**src/rtl/mem_port_arbiter_if.sv**
```systemverilog
// ----------------------------------------------------------------------------
// mem_port_arbiter_if
//   External memory bus as seen by the port arbiter.
//   master : the arbiter (drives request/address/data, returns error pulse)
//   slave  : the memory (returns ack and read data)
//   Signals:
//     bus_req   request, held until ack or timeout
//     bus_we    write enable for the current request
//     bus_addr  address for the current request
//     bus_wdata write data for the current request
//     bus_ack   completion; bus_rdata is valid in the same cycle
//     bus_rdata read data
//     bus_err   one-cycle pulse after a transaction timed out
// ----------------------------------------------------------------------------
interface mem_port_arbiter_if;
   logic        bus_req;
   logic        bus_we;
   logic [31:0] bus_addr;
   logic [31:0] bus_wdata;
   logic        bus_ack;
   logic [31:0] bus_rdata;
   logic        bus_err;

   modport master (
      output bus_req, bus_we, bus_addr, bus_wdata, bus_err,
      input  bus_ack, bus_rdata
   );

   modport slave (
      input  bus_req, bus_we, bus_addr, bus_wdata, bus_err,
      output bus_ack, bus_rdata
   );
endinterface

```
**src/rtl/mem_port_arbiter.sv**
```systemverilog
// ----------------------------------------------------------------------------
// mem_port_arbiter
//   Shares one memory bus between the instruction-fetch port and the MEM-stage
//   data port. While either access is outstanding a global stall holds the
//   whole pipeline. Data accesses win over fetches (the MEM-stage access is the
//   older instruction). A wait counter aborts a transaction that gets no ack
//   within TIMEOUT bus cycles; the aborted read returns zero and bus_err pulses.
//
//   Parameters:
//     TIMEOUT         bus_req cycles allowed without bus_ack before abort (>=1)
//     STALL_CNT_INIT  reset value of the stall counter (normally 0)
//   Ports:
//     clk, rst_n      clock, asynchronous active-low reset
//     inst_ren/addr   fetch request and address; inst_data registered result
//     mem_ren/wen     data read / write request (write wins if both)
//     mem_addr/dout   data address and write data; mem_din registered result
//     stall           combinational hold for every pipeline stage
//     stall_cnt       wrapping count of cycles with stall = 1
//     bus             memory bus (master side)
// ----------------------------------------------------------------------------
module mem_port_arbiter #(
   parameter int unsigned TIMEOUT        = 255,
   parameter logic [31:0] STALL_CNT_INIT = 32'h0000_0000
) (
   input  logic                  clk,
   input  logic                  rst_n,
   input  logic                  inst_ren,
   input  logic [31:0]           inst_addr,
   output logic [31:0]           inst_data,
   input  logic                  mem_ren,
   input  logic                  mem_wen,
   input  logic [31:0]           mem_addr,
   input  logic [31:0]           mem_dout,
   output logic [31:0]           mem_din,
   output logic                  stall,
   output logic [31:0]           stall_cnt,
   mem_port_arbiter_if.master    bus
);

   localparam int unsigned CW = ($clog2(TIMEOUT + 1) > 8) ? $clog2(TIMEOUT + 1) : 8;
   // Value the wait counter holds during the last allowed bus_req cycle.
   localparam logic [CW-1:0] TO_LAST = CW'(TIMEOUT - 1);

   typedef enum logic [1:0] {
      IDLE = 2'd0,
      DATA = 2'd1,
      INST = 2'd2
   } state_t;

   state_t          state_reg;
   logic            bus_req_reg;
   logic            bus_we_reg;
   logic [31:0]     bus_addr_reg;
   logic [31:0]     bus_wdata_reg;
   logic            bus_err_reg;
   logic [31:0]     inst_data_reg;
   logic [31:0]     mem_din_reg;
   logic [31:0]     stall_cnt_reg;
   logic            inst_done_reg;
   logic            data_done_reg;
   logic [CW-1:0]   wait_cnt_reg;
   // Set when the request that started the current bus transaction went away
   // (flush) or the pipeline advanced under it. Its result is still captured,
   // but it must not mark a later request with the same port as done.
   logic            stale_reg;

   logic dreq;
   logic stall_int;
   logic busy;
   logic origin_req;
   logic timeout_hit;
   logic finish;
   logic complete_ok;

   always_comb begin
      dreq        = mem_ren | mem_wen;
      stall_int   = (inst_ren & ~inst_done_reg) | (dreq & ~data_done_reg);
      busy        = (state_reg != IDLE);
      origin_req  = (state_reg == DATA) ? dreq : inst_ren;
      // Ack on the last allowed cycle wins over the timeout.
      timeout_hit = busy & ~bus.bus_ack & (wait_cnt_reg == TO_LAST);
      finish      = busy & (bus.bus_ack | timeout_hit);
      complete_ok = finish & origin_req & ~stale_reg;
   end

   assign stall         = stall_int;
   assign stall_cnt     = stall_cnt_reg;
   assign inst_data     = inst_data_reg;
   assign mem_din       = mem_din_reg;
   assign bus.bus_req   = bus_req_reg;
   assign bus.bus_we    = bus_we_reg;
   assign bus.bus_addr  = bus_addr_reg;
   assign bus.bus_wdata = bus_wdata_reg;
   assign bus.bus_err   = bus_err_reg;

   always_ff @(posedge clk or negedge rst_n) begin
      if (!rst_n) begin
         state_reg     <= IDLE;
         bus_req_reg   <= 1'b0;
         bus_we_reg    <= 1'b0;
         bus_addr_reg  <= 32'h0000_0000;
         bus_wdata_reg <= 32'h0000_0000;
         bus_err_reg   <= 1'b0;
         inst_data_reg <= 32'h0000_0000;
         mem_din_reg   <= 32'h0000_0000;
         stall_cnt_reg <= STALL_CNT_INIT;
         inst_done_reg <= 1'b0;
         data_done_reg <= 1'b0;
         wait_cnt_reg  <= '0;
         stale_reg     <= 1'b0;
      end else begin
         bus_err_reg <= timeout_hit;

         if (stall_int) begin
            stall_cnt_reg <= stall_cnt_reg + 32'd1;
         end

         // Done flags: cleared when the pipeline advances or the request
         // drops; set only by a completion that still belongs to the request.
         if (!stall_int) begin
            inst_done_reg <= 1'b0;
            data_done_reg <= 1'b0;
         end else begin
            if (!inst_ren) begin
               inst_done_reg <= 1'b0;
            end else if (complete_ok && (state_reg == INST)) begin
               inst_done_reg <= 1'b1;
            end
            if (!dreq) begin
               data_done_reg <= 1'b0;
            end else if (complete_ok && (state_reg == DATA)) begin
               data_done_reg <= 1'b1;
            end
         end

         case (state_reg)
            IDLE: begin
               if (dreq && !data_done_reg) begin
                  state_reg     <= DATA;
                  bus_req_reg   <= 1'b1;
                  bus_we_reg    <= mem_wen;
                  bus_addr_reg  <= mem_addr;
                  bus_wdata_reg <= mem_dout;
                  wait_cnt_reg  <= '0;
                  stale_reg     <= 1'b0;
               end else if (inst_ren && !inst_done_reg) begin
                  state_reg     <= INST;
                  bus_req_reg   <= 1'b1;
                  bus_we_reg    <= 1'b0;
                  bus_addr_reg  <= inst_addr;
                  wait_cnt_reg  <= '0;
                  stale_reg     <= 1'b0;
               end
            end

            DATA, INST: begin
               if (finish) begin
                  state_reg   <= IDLE;
                  bus_req_reg <= 1'b0;
                  if (state_reg == INST) begin
                     inst_data_reg <= bus.bus_ack ? bus.bus_rdata : 32'h0000_0000;
                  end else if (!bus_we_reg) begin
                     mem_din_reg <= bus.bus_ack ? bus.bus_rdata : 32'h0000_0000;
                  end
               end else begin
                  wait_cnt_reg <= wait_cnt_reg + CW'(1);
                  if (!origin_req || !stall_int) begin
                     stale_reg <= 1'b1;
                  end
               end
            end

            default: begin
               state_reg   <= IDLE;
               bus_req_reg <= 1'b0;
            end
         endcase
      end
   end

endmodule

```
**src/flat_wrapper.sv**
```systemverilog
// flat-port wrapper written by rule: the top's interface ports become plain ports
module mem_port_arbiter_flat 
#(
   parameter int unsigned TIMEOUT        = 255,
   parameter logic [31:0] STALL_CNT_INIT = 32'h0000_0000
)
  (clk, rst_n, inst_ren, inst_addr, inst_data, mem_ren, mem_wen, mem_addr, mem_dout, mem_din, stall, stall_cnt, bus_bus_req, bus_bus_we, bus_bus_addr, bus_bus_wdata, bus_bus_err, bus_bus_ack, bus_bus_rdata);
  mem_port_arbiter_if bus_i ();
  input  logic clk;
  input  logic rst_n;
  input  logic inst_ren;
  input  logic [31:0] inst_addr;
  output logic [31:0] inst_data;
  input  logic mem_ren;
  input  logic mem_wen;
  input  logic [31:0] mem_addr;
  input  logic [31:0] mem_dout;
  output logic [31:0] mem_din;
  output logic stall;
  output logic [31:0] stall_cnt;
  output wire logic [$bits(bus_i.bus_req)-1:0] bus_bus_req;
  output wire logic [$bits(bus_i.bus_we)-1:0] bus_bus_we;
  output wire logic [$bits(bus_i.bus_addr)-1:0] bus_bus_addr;
  output wire logic [$bits(bus_i.bus_wdata)-1:0] bus_bus_wdata;
  output wire logic [$bits(bus_i.bus_err)-1:0] bus_bus_err;
  input wire logic [$bits(bus_i.bus_ack)-1:0] bus_bus_ack;
  input wire logic [$bits(bus_i.bus_rdata)-1:0] bus_bus_rdata;
  assign bus_bus_req = bus_i.bus_req;
  assign bus_bus_we = bus_i.bus_we;
  assign bus_bus_addr = bus_i.bus_addr;
  assign bus_bus_wdata = bus_i.bus_wdata;
  assign bus_bus_err = bus_i.bus_err;
  assign bus_i.bus_ack = bus_bus_ack;
  assign bus_i.bus_rdata = bus_bus_rdata;
  mem_port_arbiter #(.TIMEOUT(TIMEOUT), .STALL_CNT_INIT(STALL_CNT_INIT)) u_core (.clk(clk), .rst_n(rst_n), .inst_ren(inst_ren), .inst_addr(inst_addr), .inst_data(inst_data), .mem_ren(mem_ren), .mem_wen(mem_wen), .mem_addr(mem_addr), .mem_dout(mem_dout), .mem_din(mem_din), .stall(stall), .stall_cnt(stall_cnt), .bus(bus_i));
endmodule
```
**config.mk**
```make
export PLATFORM = sky130hd
export DESIGN_NAME = mem_port_arbiter_flat
export DESIGN_NICKNAME = d
export VERILOG_FILES = /design/src/rtl/mem_port_arbiter_if.sv /design/src/rtl/mem_port_arbiter.sv /design/src/flat_wrapper.sv
export SDC_FILE = /design/constraint.sdc
export NUM_CORES = 1
export LEC_CHECK = 0
export ABC_AREA = 1
export CAP_MARGIN = 10
export CORE_UTILIZATION = 45
export CTS_CLUSTER_SIZE = 30
export DETAILED_ROUTE_END_ITERATION = 8
export PLACE_DENSITY = 0.92
export SETUP_SLACK_MARGIN = 0.5
export SLEW_MARGIN = 20
export SYNTH_ARGS = -nofsm -noshare
export SYNTH_HDL_FRONTEND = slang
export SYNTH_SLANG_ARGS = --single-unit
```
**constraint.sdc**
```tcl
create_clock -name clk -period 1.9 [get_ports clk]
set_clock_uncertainty 0.1 [all_clocks]
set_input_delay 0.19 -clock clk [delete_from_list [all_inputs] [get_ports clk]]
set_output_delay 0.19 -clock clk [all_outputs]
set_load 0.1 [all_outputs]
```
### Yosys cells after proc, flatten, opt, wreduce, memory -nomap -nowiden

Cells that the tools add are included.

* add/sub/neg operators: 2
* eq/ne operators: 9
* muxes and demuxes: 28
* bitwise operators: 16
* reduce and logical (&&, ||, !) cells: 21

Operator list (count)
* 32-bit 2-to-1 mux: 3
* 32-bit by 1-bit adder with 32-bit output (second input constant): 1
* 8-bit 2-to-1 mux: 3
* 8-bit one-hot mux with 2 select lines: 1
* 1-bit 2-to-1 mux: 15
* 8-bit by 1-bit adder with 8-bit output (second input constant): 1
* 8-bit equality test (second input constant): 1
* 4-bit AND reduction: 2
* 1-bit bitwise AND: 7
* 2-bit 2-to-1 mux: 3
* 3-bit != test (second input constant): 2
* 1-bit inverter: 6
* 2-bit AND reduction: 3
* 3-bit AND reduction: 2
* 2-bit nonzero test: 3
* 1-bit logical AND: 4
* 1-bit logical NOT: 4
* 2-bit by 1-bit != test with 1-bit output (second input constant): 2
* 1-bit one-hot mux with 2 select lines: 2
* 2-bit one-hot mux with 2 select lines: 1
* 3-bit by 1-bit != test with 1-bit output (second input constant): 1
* 1-bit OR: 3
* 2-bit by 1-bit equality test with 1-bit output (second input constant): 1
* 2-bit equality test (second input constant): 1
* 4 further kinds: 4

* flip-flop bits (word level): 176
* bits of input ports: 134

### Longest topological paths before layout

* word-level depth: 11
* mapped depth: 10
* depth with buffers taken out: 10

### Worst setup path before layout

OpenSTA, ideal clock, no wires.

* path type: reg2reg
* from: register u_core.stall_cnt_reg[0] (netlist: u_core.stall_cnt[0])
* to: register u_core.stall_cnt_reg[10] (netlist: u_core.stall_cnt[10])
* arrival: 1.995 ns
* required time: 1.637 ns
* slack: -0.358 ns
* cell stages (with the launch flop): 7
* path through: dfrtp_1 ha_1 nand3_1 nor2_1 nand3b_1 nor2_1 xor2_1

* cells in the longest elaborated chain, start to end: 1

Ends and longest elaborated chain
* from (decl): line mem_port_arbiter.sv:58 `logic [31:0] stall_cnt_reg;`
* from (signal assigned): line mem_port_arbiter.sv:115 `stall_cnt_reg <= stall_cnt_reg + 32'd1;`
* 32-bit by 1-bit adder with 32-bit output: line mem_port_arbiter.sv:115

No other way between the ends.
A chain may end at the register's enable or synchronous reset.

### Final worst setup path

* from: register u_core.stall_cnt_reg[2] (netlist: u_core.stall_cnt[2])
* to: register u_core.stall_cnt_reg[8] (netlist: u_core.stall_cnt[8])

Same word-level chain as after synthesis.

==> results.sh <==
export IMPL_nFillCells=593
export IMPL_maxSlewViolCount=0
export IMPL_cts_max_level=4
export IMPL_required_ps=2140
export IMPL_hold_viol_final=0
export IMPL_grt_max_degree=47
export IMPL_dp_final_hpwl_um=17600
export IMPL_start_kind="register"
export IMPL_cts_sink_count=176
export IMPL_drive_gt1_frac=0.509
export IMPL_clk_latency_ps=440
export IMPL_finalCriticalPeriod_ps=2060
export IMPL_yosysWarnings=0
export IMPL_power_leakage_uw=0.00742
export IMPL_worst_slew_pin_slew_ps=613
export IMPL_multiInputGateArea_um2=5050
export IMPL_gr_total_overflow=0
export IMPL_synthTopCellsByArea="dfrtp_1 54%, nand2_1 21%, nor2_1 4.4%"
export IMPL_area_growth_pct=97.1
export IMPL_irDropWorstVdd_mv=2.91
export IMPL_syn_area_um2=8140
export IMPL_ys_seq_elements=176
export IMPL_core_area_um2=17500
export IMPL_synth_edf_count=0
export IMPL_ys_seq_area_frac=0.541
export IMPL_synth_most_common_cell="nand2_1"
export IMPL_dp_slack_ps=-108
export IMPL_min_path_type="input port to async pin"
export IMPL_critPathKind="register to register"
export IMPL_synth_area_per_cell_um2=8.27
export IMPL_setup_ws_ps=-160
export IMPL_grt_pass1_vias=9102
export IMPL_portBuffers=297
export IMPL_num_nets_final=1568
export IMPL_io_pins=298
export IMPL_synth_distinct_cells=28
export IMPL_max_freq_mhz=485
export IMPL_initial_utilization=0.466
export IMPL_grt_util_all_layers=0.336
export IMPL_setup_violations=24
export IMPL_clockRootBuffer="clkbuf_16"
export IMPL_crit_arrival_ps=2300
export IMPL_vias=10100
export IMPL_violations="setup timing"
export IMPL_design_die_area_um2=18600
export IMPL_fin_util=0.918
export IMPL_cts_tree="yes"
export IMPL_syn_inst=984
export IMPL_status="finished with violations"
export IMPL_drt_iter0_drc=891
export IMPL_cts_buffer_depth=2
export IMPL_hold_worst_slack_ps=180
export IMPL_pwr_density_cell_nw_per_um2=2090
export IMPL_drt_pre_antenna_iters=5
export IMPL_grt_pass1_wl_um=47100
export IMPL_die_w_um=136
export IMPL_place_inst=1493
export IMPL_wl_um=42500
export IMPL_finalNonFillerCells=1666
export IMPL_rsz0062_at_grt="true"
export IMPL_vias_per_cell=6.07
export IMPL_die_h_um=136
export IMPL_async_flop_share=1.00
export IMPL_ant_nets=0
export IMPL_max_slew_margin_rel=0.590
export IMPL_clkSlewWorstSetupHoldPaths_ps=80
export IMPL_cts_buffers_inserted=17
export IMPL_seq_area_um2=4530
export IMPL_crit_fanout=4
export IMPL_crit_path_end_kind="register"
export IMPL_ys_top_cells_by_count="445 x nand2_1, 176 x dfrtp_1, 95 x nor2_1"
export IMPL_yosysTopAreaCell="dfrtp_1"
export IMPL_max_cap_violations=0
export IMPL_r2r_slack_ps=-160
export IMPL_remaining_drc_errors=0
export IMPL_post_drt_wl_per_cell_um=25.5
export IMPL_min_period_over_period=1.08
export IMPL_synth_ff_type="dfrtp_1"
export IMPL_antenna_found_initial=1
export IMPL_rows=48
export IMPL_netlist_area_leader_share=0.541
export IMPL_gp_congestion=0.949
export IMPL_synth_nets=1126
## power breakdown
group | total [uW] | internal [uW] | switching (uW) | leakage [uW]
logic | 23100 | 7160 | 15900 | 0.00496
registers | 6900 | 5240 | 1650 | 0.00218
clock network | 3560 | 1790 | 1770 | 0.000283
## timing repair
item,in CTS,in global routing
cloned,17,12
gates resized for setup,225,304
hold endpoints to repair,71,0
hold buffers,1,0
setup buffers,64,45
endpoints found under the setup margin,209,295
pin swaps,59,68
## cells by family (layout without fill, tap and decap cells)
| family | Yosys count | in the layout | share of synthesized area |
|---|---|---|---|
| AOI/OAI and AO/OA | 109 | 109 | 0.0887 |
| xor gates and xnor gates | 17 | 17 | 0.0183 |
| adders and majority gates | 8 | 8 | 0.0123 |
| buffers and inverters | 77 | 530 | 0.0457 |
| DFF | 176 | 176 | 0.541 |
| other | 0 | 2 | 0 |
| and+or+nand+nor | 597 | 599 | 0.294 |
## path summary, 6_finish.rpt
check,start,depth (start not counted),end
worst min register to register,u_core.mem_din[25]$_DFFE_PN0P_,2,u_core.mem_din[25]$_DFFE_PN0P_
worst min-delay path,rst_n,2,u_core.stall_cnt[1]$_DFFE_PN0N_
max in group asynchronous,rst_n,3,u_core.inst_data[19]$_DFFE_PN0P_
worst max register to register,u_core.stall_cnt[2]$_DFFE_PN0N_,7,u_core.stall_cnt[8]$_DFFE_PN0N_
min in group clk,mem_dout[22],3,u_core.bus.bus_wdata[22]$_DFFE_PN0P_
worst max-delay path,u_core.stall_cnt[2]$_DFFE_PN0N_,7,u_core.stall_cnt[8]$_DFFE_PN0N_
## layout make-up
type / instances / share of cell area
Clock buffer: 18 / 0.0274
Tap cell: 225 / 0.0175
Multi-Input combinational cell: 733 / 0.315
Antenna cell: 2 / 0.000312
Sequential cell: 176 / 0.282
Clock inverter: 14 / 0.00850
Inverter: 38 / 0.0114
Timing Repair Buffer: 458 / 0.336
Timing Repair inverter: 2 / 0.00172
## per-layer routing
metal  global-route usage  wire length, um  vias up
met4                0.208             4300        0
met5                    0                0        -
met2                0.603            20900      881
li1                     -                -     4030
met1                0.358            13400     4832
met3               0.0690             3930      364
## worst max-delay path, stage by stage (launching register included)
cell	delay, ps
dfrtp_4	480
buf_6	110
buf_6	100
nand3_4	130
nor2_4	190
nand3b_1	360
buf_6	290
xnor2_2	200
## metrics by stage
stage	setup TNS (ps)	power, uW	instance area, um^2
floorplan	0	19000	8600
global placement	-14.0	22700	11800
detailed placement	-2010	23000	11800
CTS	0	29300	14100
global route	-2310	34200	16000
finish	-556	33500	16000
## cells in the final DEF, fill, tap and decap left out, types with 7 or more instances in the layout
| cell type | instances |
|---|---|
| a31oi_1 | 15 |
| a31oi_4 | 17 |
| buf_12 | 59 |
| buf_16 | 15 |
| buf_4 | 140 |
| buf_6 | 85 |
| buf_8 | 17 |
| clkbuf_16 | 25 |
| clkdlybuf4s50_1 | 132 |
| dfrtp_1 | 132 |
| dfrtp_2 | 15 |
| dfrtp_4 | 29 |
| inv_1 | 24 |
| inv_2 | 7 |
| inv_8 | 8 |
| nand2_1 | 312 |
| nand2_2 | 79 |
| nand2_4 | 52 |
| nand2_8 | 9 |
| nand3_1 | 12 |
| nand3b_1 | 16 |
| nor2_1 | 22 |
| nor2_2 | 33 |
| nor2_4 | 46 |
| o21ai_1 | 19 |
| o21ai_2 | 49 |
| xor2_1 | 11 |
Power figures use the tool's default switching activity.
